**config.mk**
```make
export PLATFORM = sky130hd
export DESIGN_NAME = ccff_bitstream_loader
export DESIGN_NICKNAME = d
export VERILOG_FILES = /design/src/rtl/ccff_loader_pkg.sv /design/src/rtl/ccff_word_serdes.sv /design/src/rtl/ccff_bitstream_loader.sv
export SDC_FILE = /design/constraint.sdc
export NUM_CORES = 1
export LEC_CHECK = 0
export ABC_AREA = 1
export CORE_ASPECT_RATIO = 1.1
export CORE_MARGIN = 2
export CORE_UTILIZATION = 55
export DETAILED_ROUTE_END_ITERATION = 6
export GPL_TIMING_DRIVEN = 0
export PLACE_DENSITY_LB_ADDON = 0.05
export SLEW_MARGIN = 10
export SYNTH_ARGS = -nofsm -noshare
export SYNTH_HDL_FRONTEND = slang
export SYNTH_HIERARCHICAL = 1
export SYNTH_SLANG_ARGS = --single-unit
export TNS_END_PERCENT = 5
```
**constraint.sdc**
```tcl
create_clock -name prog_clk -period 2.7 [get_ports prog_clk]
set_input_delay 0.27 -clock prog_clk [delete_from_list [all_inputs] [get_ports prog_clk]]
set_output_delay 0.27 -clock prog_clk [all_outputs]
set_load 0.01 [all_outputs]
```
**src/rtl/ccff_loader_pkg.sv**
```systemverilog
// Shared types and sizing helpers for the configuration-chain loader.
package ccff_loader_pkg;
  typedef enum logic [1:0] {IDLE = 2'd0, LOAD = 2'd1, READ = 2'd2} state_t;

  typedef struct packed {
    logic clr;
    logic ld;
    logic sh_out;
    logic sh_in;
  } serdes_ctl_t;

  function automatic int cnt_w(input int n);
    return (n < 1) ? 1 : $clog2(n + 1);
  endfunction

  // Bits carried by the last word of a chain of len bits.
  function automatic int final_bits(input int len, input int w);
    return ((len % w) == 0) ? w : (len % w);
  endfunction
endpackage

```
**src/rtl/ccff_word_serdes.sv**
```systemverilog
// Word shift register: parallel load + LSB-first shift out, or indexed bit capture.
module ccff_word_serdes import ccff_loader_pkg::*; #(
  parameter int WORD_W = 8
) (
  input  logic                         clk,
  input  logic                         rst,
  input  logic                         clr,
  input  logic                         ld,
  input  logic [WORD_W-1:0]            ld_data,
  input  logic [cnt_w(WORD_W)-1:0]     ld_cnt,
  input  logic                         sh_out,
  input  logic                         sh_in,
  input  logic                         din,
  output logic [WORD_W-1:0]            data,
  output logic [WORD_W-1:0]            ins_data,
  output logic [cnt_w(WORD_W)-1:0]     cnt
);
  localparam int CW = cnt_w(WORD_W);

  // Word as it would look with din written at the next free position.
  always_comb begin
    ins_data = data;
    for (int i = 0; i < WORD_W; i++)
      if (CW'(i) == cnt) ins_data[i] = din;
  end

  always_ff @(posedge clk) begin
    if (rst || clr) begin
      data <= '0;
      cnt  <= '0;
    end else if (ld) begin
      data <= ld_data;
      cnt  <= ld_cnt;
    end else if (sh_out) begin
      data <= data >> 1;
      cnt  <= cnt - 1'b1;
    end else if (sh_in) begin
      data <= ins_data;
      cnt  <= cnt + 1'b1;
    end
  end
endmodule

```
**src/rtl/ccff_bitstream_loader.sv**
```systemverilog
// Configuration-chain loader: serialises bitstream words into the chain head and
// reads the chain back non-destructively by recirculating tail into head.
module ccff_bitstream_loader import ccff_loader_pkg::*; #(
  parameter int CHAIN_LEN = 20,
  parameter int WORD_W    = 8
) (
  input  logic              prog_clk,
  input  logic              prog_reset,
  input  logic              start_load,
  input  logic              start_readback,
  input  logic              abort,
  input  logic [WORD_W-1:0] s_data,
  input  logic              s_valid,
  output logic              s_ready,
  output logic [WORD_W-1:0] m_data,
  output logic              m_valid,
  input  logic              m_ready,
  output logic              ccff_head,
  input  logic              ccff_tail,
  output logic              ccff_shift_en,
  output logic              busy,
  output logic              done,
  output logic              err
);
  localparam int CW  = cnt_w(CHAIN_LEN);
  localparam int SCW = cnt_w(WORD_W);
  localparam logic [CW-1:0]  LEN    = CW'(CHAIN_LEN);
  localparam logic [CW-1:0]  LEN_M1 = CW'(CHAIN_LEN - 1);
  localparam logic [SCW-1:0] W_FULL = SCW'(WORD_W);
  localparam logic [SCW-1:0] W_M1   = SCW'(WORD_W - 1);
  localparam logic [SCW-1:0] FB_M1  = SCW'(final_bits(CHAIN_LEN, WORD_W) - 1);

  state_t state, state_nxt;
  logic [CW-1:0]     bit_cnt, bit_cnt_nxt, acc_cnt, acc_cnt_nxt;
  logic              head_nxt, sen_nxt, done_nxt, err_nxt, m_valid_nxt;
  logic [WORD_W-1:0] m_data_nxt, ser_data, ins_data;
  logic [SCW-1:0]    ser_cnt, ld_cnt;
  logic              hold_free, pend, complete, last_acc;
  serdes_ctl_t       ctl;

  ccff_word_serdes #(.WORD_W(WORD_W)) u_serdes (
    .clk(prog_clk), .rst(prog_reset), .clr(ctl.clr), .ld(ctl.ld),
    .ld_data(s_data >> 1), .ld_cnt(ld_cnt), .sh_out(ctl.sh_out), .sh_in(ctl.sh_in),
    .din(ccff_tail), .data(ser_data), .ins_data(ins_data), .cnt(ser_cnt)
  );

  assign busy      = (state != IDLE);
  assign s_ready   = (state == LOAD) && (ser_cnt == '0) && (acc_cnt < LEN);
  assign last_acc  = (int'(acc_cnt) + WORD_W >= CHAIN_LEN);
  // Bit 0 goes straight to the head register, so the serdes keeps nbits-1.
  assign ld_cnt    = last_acc ? FB_M1 : W_M1;
  assign hold_free = !m_valid || m_ready;
  assign pend      = (ser_cnt == W_FULL) || ((ser_cnt != '0) && (bit_cnt == LEN));
  assign complete  = (ser_cnt == W_M1) || (bit_cnt == LEN_M1);

  always_ff @(posedge prog_clk) begin
    if (prog_reset) state <= IDLE;
    else            state <= state_nxt;
  end

  always_ff @(posedge prog_clk) begin
    if (prog_reset) begin
      bit_cnt       <= '0;
      acc_cnt       <= '0;
      ccff_head     <= 1'b0;
      ccff_shift_en <= 1'b0;
      done          <= 1'b0;
      err           <= 1'b0;
      m_valid       <= 1'b0;
      m_data        <= '0;
    end else begin
      bit_cnt       <= bit_cnt_nxt;
      acc_cnt       <= acc_cnt_nxt;
      ccff_head     <= head_nxt;
      ccff_shift_en <= sen_nxt;
      done          <= done_nxt;
      err           <= err_nxt;
      m_valid       <= m_valid_nxt;
      m_data        <= m_data_nxt;
    end
  end

  always_comb begin
    state_nxt   = state;
    bit_cnt_nxt = bit_cnt + CW'(ccff_shift_en);
    acc_cnt_nxt = acc_cnt;
    head_nxt    = 1'b0;
    sen_nxt     = 1'b0;
    done_nxt    = 1'b0;
    err_nxt     = err;
    m_valid_nxt = m_valid && !m_ready;
    m_data_nxt  = m_data;
    ctl         = '0;
    if (abort && state != IDLE) begin
      state_nxt   = IDLE;
      err_nxt     = 1'b1;
      m_valid_nxt = 1'b0;
      ctl.clr     = 1'b1;
    end else begin
      case (state)
        IDLE: begin
          if (start_load || start_readback) begin
            state_nxt   = start_load ? LOAD : READ;
            bit_cnt_nxt = '0;
            acc_cnt_nxt = '0;
            err_nxt     = 1'b0;
            ctl.clr     = 1'b1;
          end
        end
        LOAD: begin
          if (ccff_shift_en && bit_cnt == LEN_M1) begin
            state_nxt = IDLE;
            done_nxt  = 1'b1;
          end else if (ser_cnt != '0) begin
            head_nxt   = ser_data[0];
            sen_nxt    = 1'b1;
            ctl.sh_out = 1'b1;
          end else if (s_valid && s_ready) begin
            head_nxt    = s_data[0];
            sen_nxt     = 1'b1;
            ctl.ld      = 1'b1;
            acc_cnt_nxt = acc_cnt + CW'(ld_cnt) + 1'b1;
          end
        end
        READ: begin
          // Head is registered, so each bit takes a sample cycle (head <= tail)
          // followed by the shift cycle in which head equals the stable tail.
          if (ccff_shift_en) begin
            if (complete && hold_free) begin
              m_data_nxt  = ins_data;
              m_valid_nxt = 1'b1;
              ctl.clr     = 1'b1;
            end else begin
              ctl.sh_in = 1'b1;
            end
          end else begin
            if (pend && hold_free) begin
              m_data_nxt  = ser_data;
              m_valid_nxt = 1'b1;
              ctl.clr     = 1'b1;
            end
            if (bit_cnt != LEN && (!pend || hold_free)) begin
              head_nxt = ccff_tail;
              sen_nxt  = 1'b1;
            end
            if (m_valid && m_ready && bit_cnt == LEN && ser_cnt == '0) begin
              state_nxt = IDLE;
              done_nxt  = 1'b1;
            end
          end
        end
        default: state_nxt = IDLE;
      endcase
    end
  end
endmodule
```
==> out/qor.txt, run 1 <==
row count = 24
CTS tree = done
fin crit share = 0.850
Crit path largest cell delay = 0.41 ns
post-synthesis mux area share = 0
Netlist Area Pre-Place = 0.00229 mm²
Max Freq = 436 MHz
DIE AREA = 0.00470 mm²
power density cells = 527 mW/mm²
RSZ-0062 raised after global routing = false
Finish-stage setup viols = 0
P&R area growth vs syn = 20.2%
clock sink count = 35
IO Port Bufs = 30
maximum vdd drop = 282 µV
post-DP HPWL = 4.18 mm
Synth Area in XOR/XNOR = 0.0153
Post-Synth Adder-Cell Area = 0.0710
Power, Total = 1.45 mW
Slew @ Worst Pin = 0.500 ns
Tightest Hold Check Type = flop to flop
area share of and/or/nand/nor cells after synthesis = 0.354
FF/Latch Area = 701 µm²
Hold Vio Cnt, Final = 0
Clock Pin Slew Worst Setup and Hold Paths = 0.07 ns
post-CTS setup buffers = 0
Placer Congestion = 0.945
Arr. time, crit path = 2.52 ns
routed vias = 2374
hold buffers post-CTS = 0
Root Buffer = clkbuf_8
crit end category = flop
Max FO, Critical Path = 10
pin count of the biggest net entering global routing = 12
CP Class = flop to flop
min Tclk post-route = 2.29 ns
number of library cell types mapped by synthesis = 30
DRT iter0 DRCs = 170
final sum of negative setup slack = 0 ns
Routed WL = 5.58 mm
Die Y = 71.7 µm
post-synthesis async set-or-reset flop share = 0
Die Wd = 65.5 µm
global-route wire length before repair = 9.92 mm
core area = 0.00399 mm²
placed inst area = 0.00266 mm²
number of flops mapped to enable cells by yosys = 0
share of cells above drive strength 1 = 0.0690
clock skew = 0.00315 ns
#FFs+latches synth = 35
drt pass-1 iters = 4
fin area = 0.00275 mm²
# H-tree levels = 2
Ports = 31
Initial Util = 0.573
crit-path cells = inv_1 > ha_1 > a21oi_1 > nand2_1 > nor2_1 > nand2_1 > nor3_2 > buf_2 > buf_2 > a21oi_1 > a21oi_1
Max Cap Viol = 0
largest family of logic cells by synthesized area = simple AND/OR/NAND/NOR gates
CP bufs+invs = 3
cell count after synthesis = 366
Leakage = 1.27 nW
drt drc = 0
Crit path max-delay family = buffers and inverters
GRT Util Overall = 0.267
vias per inst = 5.18
Worst-Skew Late Latency = 0.29 ns
cts bufs inserted = 5
Inst Count DP = 450
slowest CP cell = dfxtp_1
total congestion overflow = 0
YS warnings = 6
Clock Tree Buf Depth = 2
cell mode on critical path = a21oi_1
post-synthesis sequential area ratio = 0.306
fillers = 378
status = completed
ANT nets after route = 0
Avg Inst Size Synth = 6.26 µm²
vias in the first global route = 2309
area occupied by multi-input gates = 0.00137 mm²
WP data required = 2.93 ns
Post-Layout Cell Count = 458
Worst Setup Start Kind = flop
top_reg_cell synth = dfxtp_1
WL/cell = 12.2 µm
Nets = 434
ant diodes = 0
Slew HR = 0.665
initial antenna violation count = 0
cts repair resizes = 0
Compound-Gate Fraction of Synth Area = 0.151
Final Max Slew Viols = 0
==> registers in the layout, summed over array words and instances, names as in the netlist <==
| name | cells |
|---|---|
| m_data | 8 |
| u_serdes/data | 8 |
| bit_cnt | 5 |
| u_serdes/cnt | 4 |
| acc_cnt | 3 |
| state | 2 |
| ccff_head | 1 |
| ccff_shift_en | 1 |
| done | 1 |
| err | 1 |
| m_valid | 1 |
==> worst paths after layout <==
check	slack (ns)	depth (start not counted)	to	start
hold / removal	0.49	2	acc_cnt[2]	acc_cnt[2]
hold reg to reg	0.49	2	acc_cnt[2]	acc_cnt[2]
setup / recovery	0.41	11	u_serdes/data[0]	acc_cnt[3]
setup reg to reg	0.41	11	u_serdes/data[0]	acc_cnt[3]
==> metal layers <==
layer / global-route usage / vias to the layer above / wire [µm]
met1: 0.316 / 1063 / 2430
met4: 0.0995 / 0 / 89
met2: 0.480 / 68 / 2800
met5: 0 / - / 0
met3: 0.0424 / 8 / 252
li1: - / 1235 / -
==> synthesized netlist by cell type (2+ instances only) <==
library cell	instances	area [µm²]
nor2_1	57	214
o21ai_1	19	95.1
nand2_1	100	375
inv_2	4	15.0
buf_2	5	25.0
conb_1	2	7.51
a21oi_1	32	160
dfxtp_1	35	701
xor2_1	3	26.3
nand3_1	18	90.1
nand2_2	3	18.8
buf_6	2	22.5
inv_1	40	150
nor3_1	2	10.0
ha_1	13	163
o21ai_0	12	60.1
nand4_1	6	37.5
==> worst reg2reg max path, stage by stage, from the launching register on <==
cell and delay, ns:
dfxtp_1 0.41, inv_1 0.06, ha_1 0.19, a21oi_1 0.14, nand2_1 0.06, nor2_1 0.15, nand2_1 0.14, nor3_2 0.23
buf_2 0.28, buf_2 0.29, a21oi_1 0.13, a21oi_1 0.14
==> cell families after synthesis <==
logic type | after synthesis
compound gates | 66
fa+ha+maj | 13
xor+xnor | 4
buf+inv | 54
simple gates | 192
flops | 35
other cells | 2
==> final cells by class <==
class,instances,share of cell area
tap,52,0.0236
multi-input combinational,279,0.499
inverter,45,0.0614
clock buffer,6,0.0264
sequential,35,0.255
timing repair buffer,30,0.109
clock inverter,2,0.00455
buffer,9,0.0214
==> through the flow <==
step                setup slack [ns]  hold slack [ns]  utilization
finish                         0.406            0.487        0.689
global route                   0.123            0.526        0.689
CTS                            0.280            0.489        0.688
detailed placement             0.315            0.479        0.667
global placement               0.355            0.469        0.667
floorplan                      0.588            0.339            -
==> cells in the final DEF, fill, tap and decap left out <==
| cell | synthesis | routed |
|---|---|---|
| a21oi_1 | 32 | 32 |
| a21oi_4 | 1 | 1 |
| a31oi_1 | 1 | 1 |
| and2_1 | 1 | 1 |
| buf_1 | 1 | 1 |
| buf_2 | 5 | 5 |
| buf_4 | 1 | 1 |
| buf_6 | 2 | 2 |
| clkbuf_1 | 0 | 1 |
| clkbuf_8 | 0 | 5 |
| clkdlybuf4s50_1 | 0 | 30 |
| clkinv_1 | 1 | 1 |
| clkinv_2 | 0 | 1 |
| clkinvlp_4 | 0 | 1 |
| conb_1 | 2 | 4 |
| dfxtp_1 | 35 | 35 |
| ha_1 | 13 | 13 |
| inv_1 | 40 | 40 |
| inv_2 | 4 | 4 |
| nand2_1 | 100 | 100 |
| nand2_2 | 3 | 3 |
| nand3_1 | 18 | 18 |
| nand3_4 | 1 | 1 |
| nand3b_1 | 1 | 1 |
| nand4_1 | 6 | 6 |
| nor2_1 | 57 | 57 |
| nor2_2 | 1 | 1 |
| nor2_4 | 1 | 1 |
| nor3_1 | 2 | 1 |
| nor3_2 | 0 | 1 |
| nor3_4 | 1 | 1 |
| o211ai_1 | 1 | 1 |
| o21ai_0 | 12 | 12 |
| o21ai_1 | 19 | 19 |
| xnor2_1 | 1 | 1 |
| xor2_1 | 3 | 3 |
==> power by group <==
part	switching, mW	internal (mW)	total [mW]
Clock	0.197	0.180	0.377
Combinational	0.318	0.186	0.503
Sequential	0.0244	0.545	0.569
Total	0.539	0.911	1.45
No activity file was read; power rests on OpenSTA's default activity.
==> run 2: changes to the inputs <==
Clock period 2.7 ns to 2.25 ns, I/O delays scaled along.
==> run 2 against run 1 <==
Sequential power rose by 20%. Wire length rose by 1.4%. Worst setup slack got worse by 0.26 ns. Worst hold slack barely moved. Critical path depth rose by 1. Global-route usage rose by 0.065 points. Flip-flop and latch count did not move.
==> out/qor.txt, run 2 (same netlist as run 1, synthesis figures left out) <==
Crit path max-delay family = buffers and inverters
# H-tree levels = 2
Placer Congestion = 0.945
Clock Tree Buf Depth = 2
Ports = 31
CP Class = flop to flop
GRT Util Overall = 0.267
vias in the first global route = 2312
Root Buffer = clkbuf_8
maximum vdd drop = 340 µV
power density cells = 632 mW/mm²
fin crit share = 0.936
setup ws final = 0.144 ns
crit end category = flop
Max Freq = 475 MHz
most frequent cells in the layout = nand2_1, nor2_1, inv_1, dfxtp_1, a21oi_1
clock sink count = 35
Clock Pin Slew Worst Setup and Hold Paths = 0.07 ns
Worst-Skew Late Latency = 0.29 ns
global-route wire length before repair = 9.93 mm
Hold Vio Cnt, Final = 0
Crit path largest cell delay = 0.35 ns
Max FO, Critical Path = 10
Nets = 435
CP bufs+invs = 6
Arr. time, crit path = 2.28 ns
core area = 0.00399 mm²
clock skew = 0.00471 ns
share of cells above drive strength 1 = 0.0860
Leakage = 1.28 nW
pin count of the biggest net entering global routing = 12
biggest regs = m_data x8, u_serdes/data x8, bit_cnt x5
IO Port Bufs = 30
initial antenna violation count = 0
DRT iter0 DRCs = 177
Die Y = 71.7 µm
ant diodes = 0
Final Max Slew Viols = 0
CTS tree = done
final sum of negative setup slack = 0 ns
crit-path cells = inv_1 > ha_1 > inv_1 > nand2_1 > inv_2 > nor3_4 > buf_4 > nor3_4 > inv_2 > clkbuf_4 > o21ai_1 > a21oi_1
min Tclk post-route = 2.11 ns
vias per inst = 5.22
Initial Util = 0.573
Tightest Hold Check Type = flop to flop
WL/cell = 12.3 µm
drt drc = 0
placed inst area = 0.00266 mm²
Routed WL = 5.66 mm
status = completed
WP data required = 2.42 ns
routed vias = 2395
P&R area growth vs syn = 21.7%
total congestion overflow = 0
row count = 24
Die Wd = 65.5 µm
Max Cap Viol = 0
cts bufs inserted = 5
DIE AREA = 0.00470 mm²
slowest CP cell = dfxtp_1
commonest non-fill, non-tap cell in the layout = nand2_1
Worst Setup Start Kind = flop
Finish-stage setup viols = 0
drt pass-1 iters = 5
ANT nets after route = 0
Place WS = -0.135 ns
fin area = 0.00279 mm²
post-DP HPWL = 4.18 mm
fillers = 370
## run 2: final timing paths
check / start / endpoint / slack (ns) / depth (start not counted)
worst max register to register: state[0] / u_serdes/data[5] / 0.14 / 12
worst min register to register: state[0] / state[0] / 0.49 / 2
worst min-delay path: state[0] / state[0] / 0.49 / 2
worst max-delay path: state[0] / u_serdes/data[5] / 0.14 / 12
## run 2: area by class of cell
| cell class | instances | area, µm² | share of cell area |
|---|---|---|---|
| clock inverter | 2 | 12.5 | 0.00449 |
| inverter | 45 | 169 | 0.0606 |
| buffer | 9 | 65.1 | 0.0233 |
| sequential | 35 | 702 | 0.252 |
| timing repair buffer | 31 | 308 | 0.110 |
| multi-input combinational | 279 | 1390 | 0.500 |
| clock buffer | 6 | 72.6 | 0.0260 |
| tap | 52 | 65.1 | 0.0233 |
## run 2: timing repair
action,CTS,global route
resized for setup,2,9
pin swaps,0,2
setup buffers,0,1
hold buffers,0,0
endpoints found under the setup margin,12,12
## run 2: power breakdown
group,leakage (nW),total (mW),switching (mW),internal [mW]
clock network,0.0412,0.451,0.234,0.216
logic,0.957,0.626,0.397,0.229
registers,0.283,0.684,0.0292,0.655
total,1.28,1.76,0.661,1.10
## run 2: per-stage QoR
stage,std cells,total power [mW],utilization,hold WS (ns)
2_1_floorplan,368,1.10,-,0.294
3_3_place_gp,450,1.29,0.667,0.469
3_5_place_dp,450,1.30,0.667,0.479
4_1_cts,458,1.76,0.690,0.489
5_1_grt,459,1.89,0.698,0.522
6_report,459,1.76,0.698,0.487
## run 2: routing by layer
metal / up-vias / routed length [µm] / track usage
met3: 14 / 320 / 0.0424
met1: 1066 / 2440 / 0.318
met4: 0 / 134 / 0.0995
met2: 78 / 2770 / 0.480
met5: - / 0 / 0
li1: 1237 / - / -
## run 2: worst register-to-register path: cells and delay by family (launching register included)
family                   cells  cell delay, ns
buffers and inverters        6            0.76
AND/OR/NAND/NOR              3            0.45
flip-flops                   1            0.35
adder cells (fa/ha/maj)      1            0.23
AO/OA/AOI/OAI                2            0.19
==> run 3: changes to the inputs <==
Settings changed: CAP_MARGIN set to 20.
==> results of run 3 <==
The final DEF is identical to that of run 2; final timing and power are the same.
